$ cat config.mk
export PLATFORM = sky130hd
export DESIGN_NAME = div_unit
export DESIGN_NICKNAME = d
export VERILOG_FILES = /design/src/rtl/div_unit.sv
export SDC_FILE = /design/constraint.sdc
export NUM_CORES = 1
export LEC_CHECK = 0
export BUFFER_PORTS_ARGS = -buffer_cell sky130_fd_sc_hd__buf_4
export CAP_MARGIN = 20
export CORE_MARGIN = 4
export CORE_UTILIZATION = 55
export CTS_CLUSTER_DIAMETER = 120
export DETAILED_ROUTE_END_ITERATION = 6
export GPL_TIMING_DRIVEN = 0
export PLACE_DENSITY = 0.83
export SLEW_MARGIN = 5
export SYNTH_ARGS = -nofsm -noshare
export SYNTH_HDL_FRONTEND = slang
export SYNTH_SLANG_ARGS = --single-unit
$ cat constraint.sdc
create_clock -name clk -period 7.7 [get_ports clk]
set_input_delay 0.77 -clock clk [delete_from_list [all_inputs] [get_ports clk]]
set_output_delay 0.77 -clock clk [all_outputs]
set_load 0.05 [all_outputs]
$ cat src/rtl/div_unit.sv
// Iterative RV32M divider (DIV/DIVU/REM/REMU): restoring radix-2, 34-cycle normal path,
// single-cycle path for divide-by-zero and signed overflow. All outputs registered.
`timescale 1ns/1ps
module div_unit #(
  parameter int unsigned XLEN = 32
) (
  input  logic            clk,
  input  logic            reset,
  input  logic            start,
  input  logic [2:0]      funct3,
  input  logic [XLEN-1:0] srca,
  input  logic [XLEN-1:0] srcb,
  input  logic [4:0]      rd_in,
  input  logic            flush,
  output logic            busy,
  output logic            done,
  output logic [XLEN-1:0] result,
  output logic [4:0]      rd_out,
  output logic            we
);

  localparam int unsigned CW = $clog2(XLEN) + 1;

  typedef enum logic [1:0] {IDLE, CALC, FIXUP, DONE} state_t;

  state_t          state;
  logic [CW-1:0]   count;
  logic [XLEN:0]   prem;
  logic [XLEN-1:0] dvd;
  logic [XLEN-1:0] dvs;
  logic            neg_q;
  logic            neg_r;
  logic            rem_sel;

  logic            op_signed;
  logic            op_rem;
  logic            a_neg;
  logic            b_neg;
  logic [XLEN-1:0] a_abs;
  logic [XLEN-1:0] b_abs;
  logic            div_zero;
  logic            overflow;
  logic [XLEN-1:0] special_res;
  logic [XLEN:0]   p_shift;
  logic            q_bit;
  logic [XLEN:0]   p_next;
  logic [XLEN-1:0] q_fix;
  logic [XLEN-1:0] r_fix;

  // Operand decode and special-case detection at accept; codes 0xx fall back to DIVU.
  always_comb begin
    op_signed   = funct3[2] & ~funct3[0];
    op_rem      = funct3[2] & funct3[1];
    a_neg       = op_signed & srca[XLEN-1];
    b_neg       = op_signed & srcb[XLEN-1];
    a_abs       = a_neg ? XLEN'(-srca) : srca;
    b_abs       = b_neg ? XLEN'(-srcb) : srcb;
    div_zero    = (srcb == '0);
    overflow    = op_signed && (srca == {1'b1, {(XLEN-1){1'b0}}}) && (srcb == '1);
    special_res = '0;
    if (div_zero) begin
      special_res = op_rem ? srca : '1;
    end else if (overflow) begin
      special_res = op_rem ? '0 : srca;
    end
  end

  // One restoring step: dividend shifts out MSB-first while quotient bits shift in at the LSB.
  always_comb begin
    p_shift = {prem[XLEN-1:0], dvd[XLEN-1]};
    q_bit   = (p_shift >= {1'b0, dvs});
    p_next  = q_bit ? (XLEN+1)'(p_shift - {1'b0, dvs}) : p_shift;
    q_fix   = neg_q ? XLEN'(-dvd) : dvd;
    r_fix   = neg_r ? XLEN'(-prem[XLEN-1:0]) : prem[XLEN-1:0];
  end

  always_ff @(posedge clk) begin
    if (reset) begin
      state   <= IDLE;
      count   <= '0;
      prem    <= '0;
      dvd     <= '0;
      dvs     <= '0;
      neg_q   <= 1'b0;
      neg_r   <= 1'b0;
      rem_sel <= 1'b0;
      busy    <= 1'b0;
      done    <= 1'b0;
      we      <= 1'b0;
      result  <= '0;
      rd_out  <= '0;
    end else begin
      done <= 1'b0;
      we   <= 1'b0;
      case (state)
        IDLE: begin
          if (start && !flush) begin
            rd_out  <= rd_in;
            rem_sel <= op_rem;
            busy    <= 1'b1;
            if (div_zero || overflow) begin
              result <= special_res;
              done   <= 1'b1;
              we     <= (rd_in != 5'd0);
              state  <= DONE;
            end else begin
              count <= '0;
              prem  <= '0;
              dvd   <= a_abs;
              dvs   <= b_abs;
              neg_q <= a_neg ^ b_neg;
              neg_r <= a_neg;
              state <= CALC;
            end
          end
        end
        CALC: begin
          if (flush) begin
            busy  <= 1'b0;
            state <= IDLE;
          end else begin
            prem  <= p_next;
            dvd   <= {dvd[XLEN-2:0], q_bit};
            count <= count + CW'(1);
            if (count == CW'(XLEN - 1)) begin
              state <= FIXUP;
            end
          end
        end
        FIXUP: begin
          if (flush) begin
            busy  <= 1'b0;
            state <= IDLE;
          end else begin
            result <= rem_sel ? r_fix : q_fix;
            done   <= 1'b1;
            we     <= (rd_out != 5'd0);
            state  <= DONE;
          end
        end
        DONE: begin
          // Writeback is committed here, so flush is deliberately ignored.
          busy  <= 1'b0;
          state <= IDLE;
        end
        default: begin
          busy  <= 1'b0;
          state <= IDLE;
        end
      endcase
    end
  end

endmodule

==> key figures, run 1 <==
Clock tree
  – CTS Buf Count: 17
  – Clock Tree Root: clkbuf_16
  – TritonCTS clock tree: done
  – Clock Sinks: about 150
  – Post_cts resized: 0
  – Worst-Skew Late Latency: between 0.4 and 0.5 ns
  – Clk buf depth: 2
  – CTS H-tree lvls: 4
  – Hold_buf cts: 0
  – Reg clk slew, reported paths: approximately 0.06 ns
  – Number of setup buffers added after CTS: 0

Global route
  – Busiest grt layer: met2
  – Met1 Usage GRT: 0.397
  – Number of global-route vias before repair: between 10000 and 15000
  – First-pass GRT wire length: about 56000 microns
  – Met3 Use GR: 0.0491
  – Initial antenna violation count: 0
  – Global route overflow: 0
  – Largest net degree at the start of global routing: 17
  – Total Routing Usage GR: 0.317
  – GRT met2 Usage: 0.542

Cells and area
  – Synth-to-Final Area Change: 16.5%
  – Layout cells sized above 1: 0.117
  – Fin nets: about 1700
  – Design area: 12700 sq um

Power
  – Power Density: around 260 nW/um^2
  – Worst VDD drop: approximately 0.12 mV
  – Pleak: between 4 and 5 nW

Place
  – GP Congestion: around 0.96
  – Placed cell area: between 10000 and 15000 sq um
  – Count of port buffers added during placement: approximately 110
  – DP HPWL: roughly 28000 microns

Timing
  – Setup Skew: roughly 0.0058 ns
  – Final Slew Violations: 0
  – Fmax: 0.252 GHz
  – Final setup viols: 0
  – Slew headroom: 0.386
  – Min cycle time layout: 3.97 ns
  – Final Hold Viols: 0
  – Fin Setup TNS: 0 ns
  – RSZ-0062 raised after global routing: false
  – Tcrit/Tclk final: 0.516
  – Least-Margin Pin Slew: 0.913 ns

Logic synthesis
  – Yosys cell types: 71
  – Post-synthesis instance total: around 1500
  – #FFs+latches synth: about 150
  – Predominant post-synthesis flop cell: dfxtp_1
  – Ys async rst share: 0
  – Mean Syn Cell Area: about 7.4 sq um
  – Warnings, synthesis: 0
  – Post-synth EDFFs: 0
  – Sequential area share after synthesis: 0.270
  – Synth Net Count: 1585
  – Post-Syn Area: about 11000 sq um

Hold path
  – Tightest Hold Check Type: reg2reg

Die
  – Die area: 22100 sq um
  – Initial Util: 0.559
  – Row cnt: 51
  – Core area: 19500 sq um
  – Io pins: roughly 120
  – Die Y: ~150 microns
  – Die Span X: around 150 microns

Worst setup path
  – Crit Path Class: reg2reg
  – Worst EP arrival: around 4.3 ns
  – CP Data Required Time: 7.99 ns
  – CP startpoint kind: flip-flop
  – CP endpoint kind: flip-flop
  – Critical-path maximum fanout: 10

Drt
  – Starting DRT DRC Count: approximately 970
  – 1st-pass router iterations: 6
  – Vias per inst: 6.00
  – WL per Instance: 19.0 microns
  – Antenna Nets Post-Route: 0
  – Total number of vias: 11300
  – Drt drc: 0
  – Total Wirelength: 35600 microns

Outcome
  – Status: complete, no violations

Flow run
  – MaxCap Viol Count: 0
-- cell usage in the layout, fill, tap and decap left out, types with 28 or more instances in the layout --
cell	netlist	routed
a211oi_1	56	56
a21oi_1	147	147
buf_4	1	114
clkbuf_1	71	72
dfxtp_1	147	147
ha_1	41	41
inv_1	58	58
mux2i_1	35	35
nand2_1	166	166
nor2_1	156	156
nor3_1	28	28
o21ai_0	109	109
xnor2_1	94	94
xor2_1	57	57
-- sequential cells by signal, summed over array words and instances (netlist names) --
name	flops
prem	32
count	6
rd_out	5
busy	1
neg_r	1
state	2
result	32
dvd	32
we	1
neg_q	1
rem_sel	1
done	1
dvs	32
-- through the flow --
stage	hold WS [ns]	power, W	worst slack [ns]	std cells	util
2_1_floorplan	0.444	0.00203	4.55	1467	-
3_3_place_gp	0.448	0.00240	3.43	1845	0.620
3_5_place_dp	0.457	0.00242	3.48	1845	0.620
4_1_cts	0.465	0.00330	3.80	1877	0.652
5_1_grt	0.481	0.00351	3.49	1877	0.652
6_report	0.463	0.00333	3.73	1878	0.652
-- power by group --
| group | leakage, nW | switching (W) | internal, W |
|---|---|---|---|
| Sequential | 1.19 | 0.0000837 | 0.000845 |
| Combinational | 3.45 | 0.000959 | 0.000558 |
| Clock | 0.287 | 0.000359 | 0.000523 |
-- area by class of cell --
class / instances / area (sq um)
clock inverter: 13 / 173
buffer: 96 / 400
timing repair buffer: 113 / 848
sequential: 147 / 2940
clock buffer: 19 / 443
inverter: 58 / 218
fill: 1730 / 6780
multi-input combinational: 1166 / 7330
antenna: 1 / 2.50
tap: 265 / 332
-- critical path: stages (launching register included) --
cell	delay (ns)
dfxtp_1	0.52
ha_1	0.37
a211oi_1	0.27
o21ai_0	0.12
o211ai_1	0.10
nand3b_1	0.23
a41o_1	0.38
a211o_1	0.36
a211oi_2	0.68
buf_2	0.43
mux2i_1	0.25
o21ai_0	0.11
-- kinds of logic (layout without fill, tap and decap cells) --
| kind of cell | Yosys count | in the layout | synth area share |
|---|---|---|---|
| buffers and inverters | 154 | 299 | 0.0568 |
| adder cells (fa/ha/maj) | 42 | 42 | 0.0489 |
| XOR/XNOR | 151 | 151 | 0.121 |
| AO/OA/AOI/OAI | 445 | 445 | 0.258 |
| other | 0 | 1 | 0 |
| multiplexers | 35 | 35 | 0.0322 |
| flip-flops | 147 | 147 | 0.270 |
| AND/OR/NAND/NOR | 493 | 493 | 0.212 |
-- cells in the mapped netlist (3+ instances only) --
master,number,area [sq um]
a2111oi_2,3,45.0
a211o_1,3,26.3
a211oi_1,56,420
a21o_1,12,90.1
a21oi_1,147,736
a221oi_1,8,70.1
a22o_1,4,35.0
a31oi_1,5,31.3
a32oi_1,10,87.6
and2_1,13,81.3
and3_1,5,31.3
buf_1,5,18.8
buf_2,17,85.1
clkbuf_1,71,267
dfxtp_1,147,2940
ha_1,41,513
inv_1,58,218
mux2i_1,35,350
nand2_1,166,623
nand2b_1,11,68.8
nand3_1,20,100
nand3b_1,4,30.0
nand4_1,16,100
nor2_1,156,586
nor2b_1,11,68.8
nor3_1,28,140
nor4_1,17,106
o211ai_1,3,22.5
o21ai_0,109,546
o21ai_1,12,60.1
o21bai_1,4,30.0
o22ai_1,7,43.8
o31ai_1,20,150
o41ai_1,18,158
or2_2,7,43.8
or3_1,8,50.1
or4_1,18,135
xnor2_1,94,823
xor2_1,57,499
-- path summary, 6_finish.rpt --
path	slack, ns	endpoint	from	cells past startpoint
setup reg to reg	3.73	prem[25]	prem[7]	11
hold / removal	0.46	result[27]	result[27]	2
setup / recovery	3.73	prem[25]	prem[7]	11
hold reg to reg	0.46	result[27]	result[27]	2
-- metal layers --
| metal | share of wire | vias up | wire length (microns) |
|---|---|---|---|
| met5 | 0 | - | 0 |
| met4 | 0.043 | 0 | 1540 |
| met3 | 0.074 | 109 | 2620 |
| met2 | 0.47 | 487 | 16900 |
| met1 | 0.41 | 5174 | 14500 |
| li1 | - | 5497 | - |
Power figures use the tool's default switching activity.
==> inputs of run 2 (changes only) <==
--- a/config.mk
+++ b/config.mk
@@ -12,7 +12,7 @@
 export CTS_CLUSTER_DIAMETER = 120
 export DETAILED_ROUTE_END_ITERATION = 6
 export GPL_TIMING_DRIVEN = 0
-export PLACE_DENSITY = 0.83
+export PLACE_DENSITY = 0.86
 export SLEW_MARGIN = 5
 export SYNTH_ARGS = -nofsm -noshare
 export SYNTH_HDL_FRONTEND = slang
==> constraint.sdc (replaced) <==
create_clock -name clk -period 3.5 [get_ports clk]
set_input_delay 0.35 -clock clk [delete_from_list [all_inputs] [get_ports clk]]
set_output_delay 0.35 -clock clk [all_outputs]
set_load 0.05 [all_outputs]
==> run 2 against run 1 <==
Against the previous run: die area unchanged; critical path type unchanged; core utilization up 0.33 points; first-iteration DRC count down 8.0%; register-to-register slack worse by 3.6 ns.
==> key figures, run 2 (synthesized netlist as in run 1, its figures left out) <==
Cells and area
  – Fillers: 1736 (+0.35%)
  – Synth-to-Final Area Change: 17.1%
  – Layout cells sized above 1: 0.123 (+0.00675)
  – Commonest cells after routing, fill and taps aside: nand2_1 (166), nor2_1 (156), a21oi_1 (147)
  – Fin nets: 1718 (+0.058%)
  – Diodes inserted: 0 (-1)
  – Most common cell after layout, fill and taps aside: nand2_1

Global route
  – Global route overflow: 0 (unchanged)
  – Largest net degree at the start of global routing: 17 (unchanged)
  – Initial antenna violation count: 0 (unchanged)
  – Number of global-route vias before repair: 10900 (+1.6%)
  – Total Routing Usage GR: 0.318 (+0.00144)
  – First-pass GRT wire length: 56300 microns (+0.74%)

Clock tree
  – Reg clk slew, reported paths: 0.07 ns (about the same)
  – Clock Sinks: 147 (unchanged)
  – Hold_buf cts: 0 (unchanged)
  – Clock Tree Root: clkbuf_16
  – CTS Buf Count: 17 (unchanged)
  – CTS H-tree lvls: 4 (unchanged)
  – TritonCTS clock tree: done
  – Worst-Skew Late Latency: 0.44 ns (about the same)
  – Clk buf depth: 2 (unchanged)

Die
  – Die area: 22100 sq um (unchanged)
  – Core area: 19500 sq um (unchanged)
  – Initial Util: 0.559 (unchanged)
  – Row cnt: 51 (unchanged)
  – Die Y: 149 microns (unchanged)
  – Io pins: 116 (unchanged)
  – Die Span X: 149 microns (unchanged)

Timing
  – Final worst slack: 0.108 ns (-3.62 ns)
  – Fmax: 0.295 GHz (+17%)
  – Tcrit/Tclk final: 0.969 (+0.454)
  – Final Slew Violations: 0 (unchanged)
  – Final Hold Viols: 0 (unchanged)
  – Slew headroom: 0.399 (+0.0129)
  – Final setup viols: 0 (unchanged)
  – Fin Setup TNS: 0 ns (unchanged)
  – Least-Margin Pin Slew: 0.902 ns (-0.0110 ns)
  – Min cycle time layout: 3.39 ns (-0.578 ns)
  – Setup Skew: 0.0127 ns (+0.00690 ns)

Worst setup path
  – CP Buf/Inv Count: 2 (+1)
  – CP Data Required Time: 3.88 ns (-4.11 ns)
  – CP most frequent cell: buf_2
  – CP startpoint kind: flip-flop
  – Max stage delay on crit path: 0.70 ns (+0.02 ns)
  – Worst EP arrival: 3.77 ns (-0.49 ns)
  – Cell Chain, Critical Path: buf_2, or4_4, or4_1, buf_2, or3_1, o31ai_1, xor2_1, a2111oi_0, a21oi_1, nor2_1
  – Critical path's slowest cell: a2111oi_0
  – CP endpoint kind: flip-flop
  – Crit Path Class: reg2reg
  – Critical-path maximum fanout: 7 (-3)
  – Delay-heaviest family, CP: simple AND/OR/NAND/NOR gates

Drt
  – Antenna Nets Post-Route: 0 (unchanged)
  – Vias per inst: 6.10 (+1.7%)
  – WL per Instance: 19.1 microns (+0.65%)
  – Drt drc: 0 (unchanged)
  – Total number of vias: 11500 (+1.7%)
  – Starting DRT DRC Count: 894 (-8.0%)
  – Total Wirelength: 35800 microns (+0.65%)
  – 1st-pass router iterations: 7 (+1)

Flow run
  – MaxCap Viol Count: 0 (unchanged)

Place
  – DP HPWL: 28000 microns (+0.30%)
  – Pre-CTS setup slack: -0.310 ns (-3.79 ns)
  – GP Congestion: 0.994 (+3.9%)
  – Count of port buffers added during placement: 113 (unchanged)

Power
  – Pleak: 4.97 nW (+0.75%)
  – Power Density: 582 nW/um^2 (+120%)
  – Worst VDD drop: 0.289 mV (+140%)

Outcome
  – Status: complete, no violations

Hold path
  – Tightest Hold Check Type: in2reg
-- run 2: cell count changes in the layout (fill, tap and decap cells not counted), sizes merged --
cell,delta
bufinv,+1
clkinvlp,-1
buf,+3
diode,-1
inv,-2
-- run 2: what timing repair did --
action,in CTS,in global routing
gates cloned,0,0
gates resized for setup,2,16
endpoints found under the setup margin,30,36
setup buffers,1,2
pin swaps,1,2
-- run 2: layer usage --
metal,GRT usage,vias up,share of wire
met5,0,-,0
met1,0.392,5302,0.40
met4,0.120,0,0.036
met2,0.553,549,0.48
li1,-,5506,-
met3,0.0588,96,0.082
-- run 2: worst paths after layout --
path / start / to / slack (ns) / cells after the start
min: rd_in[1] / rd_out[1] / 0.16 / 3
max: dvd[3] / result[21] / 0.11 / 10
max reg2reg: dvd[3] / result[21] / 0.11 / 10
min reg2reg: result[17] / result[17] / 0.46 / 2
-- run 2: report_power, final --
part           leakage (nW)  internal [W]  switching (W)
clock                 0.288       0.00120       0.000775
sequential             1.20       0.00186       0.000189
combinational          3.49       0.00127        0.00213
-- run 2: worst reg2reg max path: cells and delay by family, from the launching register on --
family | cells | cell delay [ns]
and+or+nand+nor | 4 | 1.50
AOI/OAI and AO/OA | 3 | 1.05
buffers and inverters | 2 | 0.35
DFF | 1 | 0.30
xor gates and xnor gates | 1 | 0.13
-- run 2: stage by stage --
step	hold slack (ns)	total power (W)	std cells	instance area, sq um	utilization
floorplan	0.444	0.00446	1467	10900	-
global placement	0.447	0.00529	1845	12100	0.620
detailed placement	0.451	0.00534	1845	12100	0.620
CTS	0.156	0.00731	1878	12700	0.653
global route	0.177	0.00782	1878	12800	0.655
finish	0.156	0.00743	1878	12800	0.655
-- run 2: layout make-up --
type	instances	area, sq um	area share
sequential	147	2950	0.231
tap	265	332	0.0260
multi-input combinational	1166	7360	0.577
inverter	58	218	0.0171
clock buffer	21	440	0.0345
timing repair buffer	116	871	0.0683
clock inverter	11	178	0.0139
buffer	94	405	0.0318
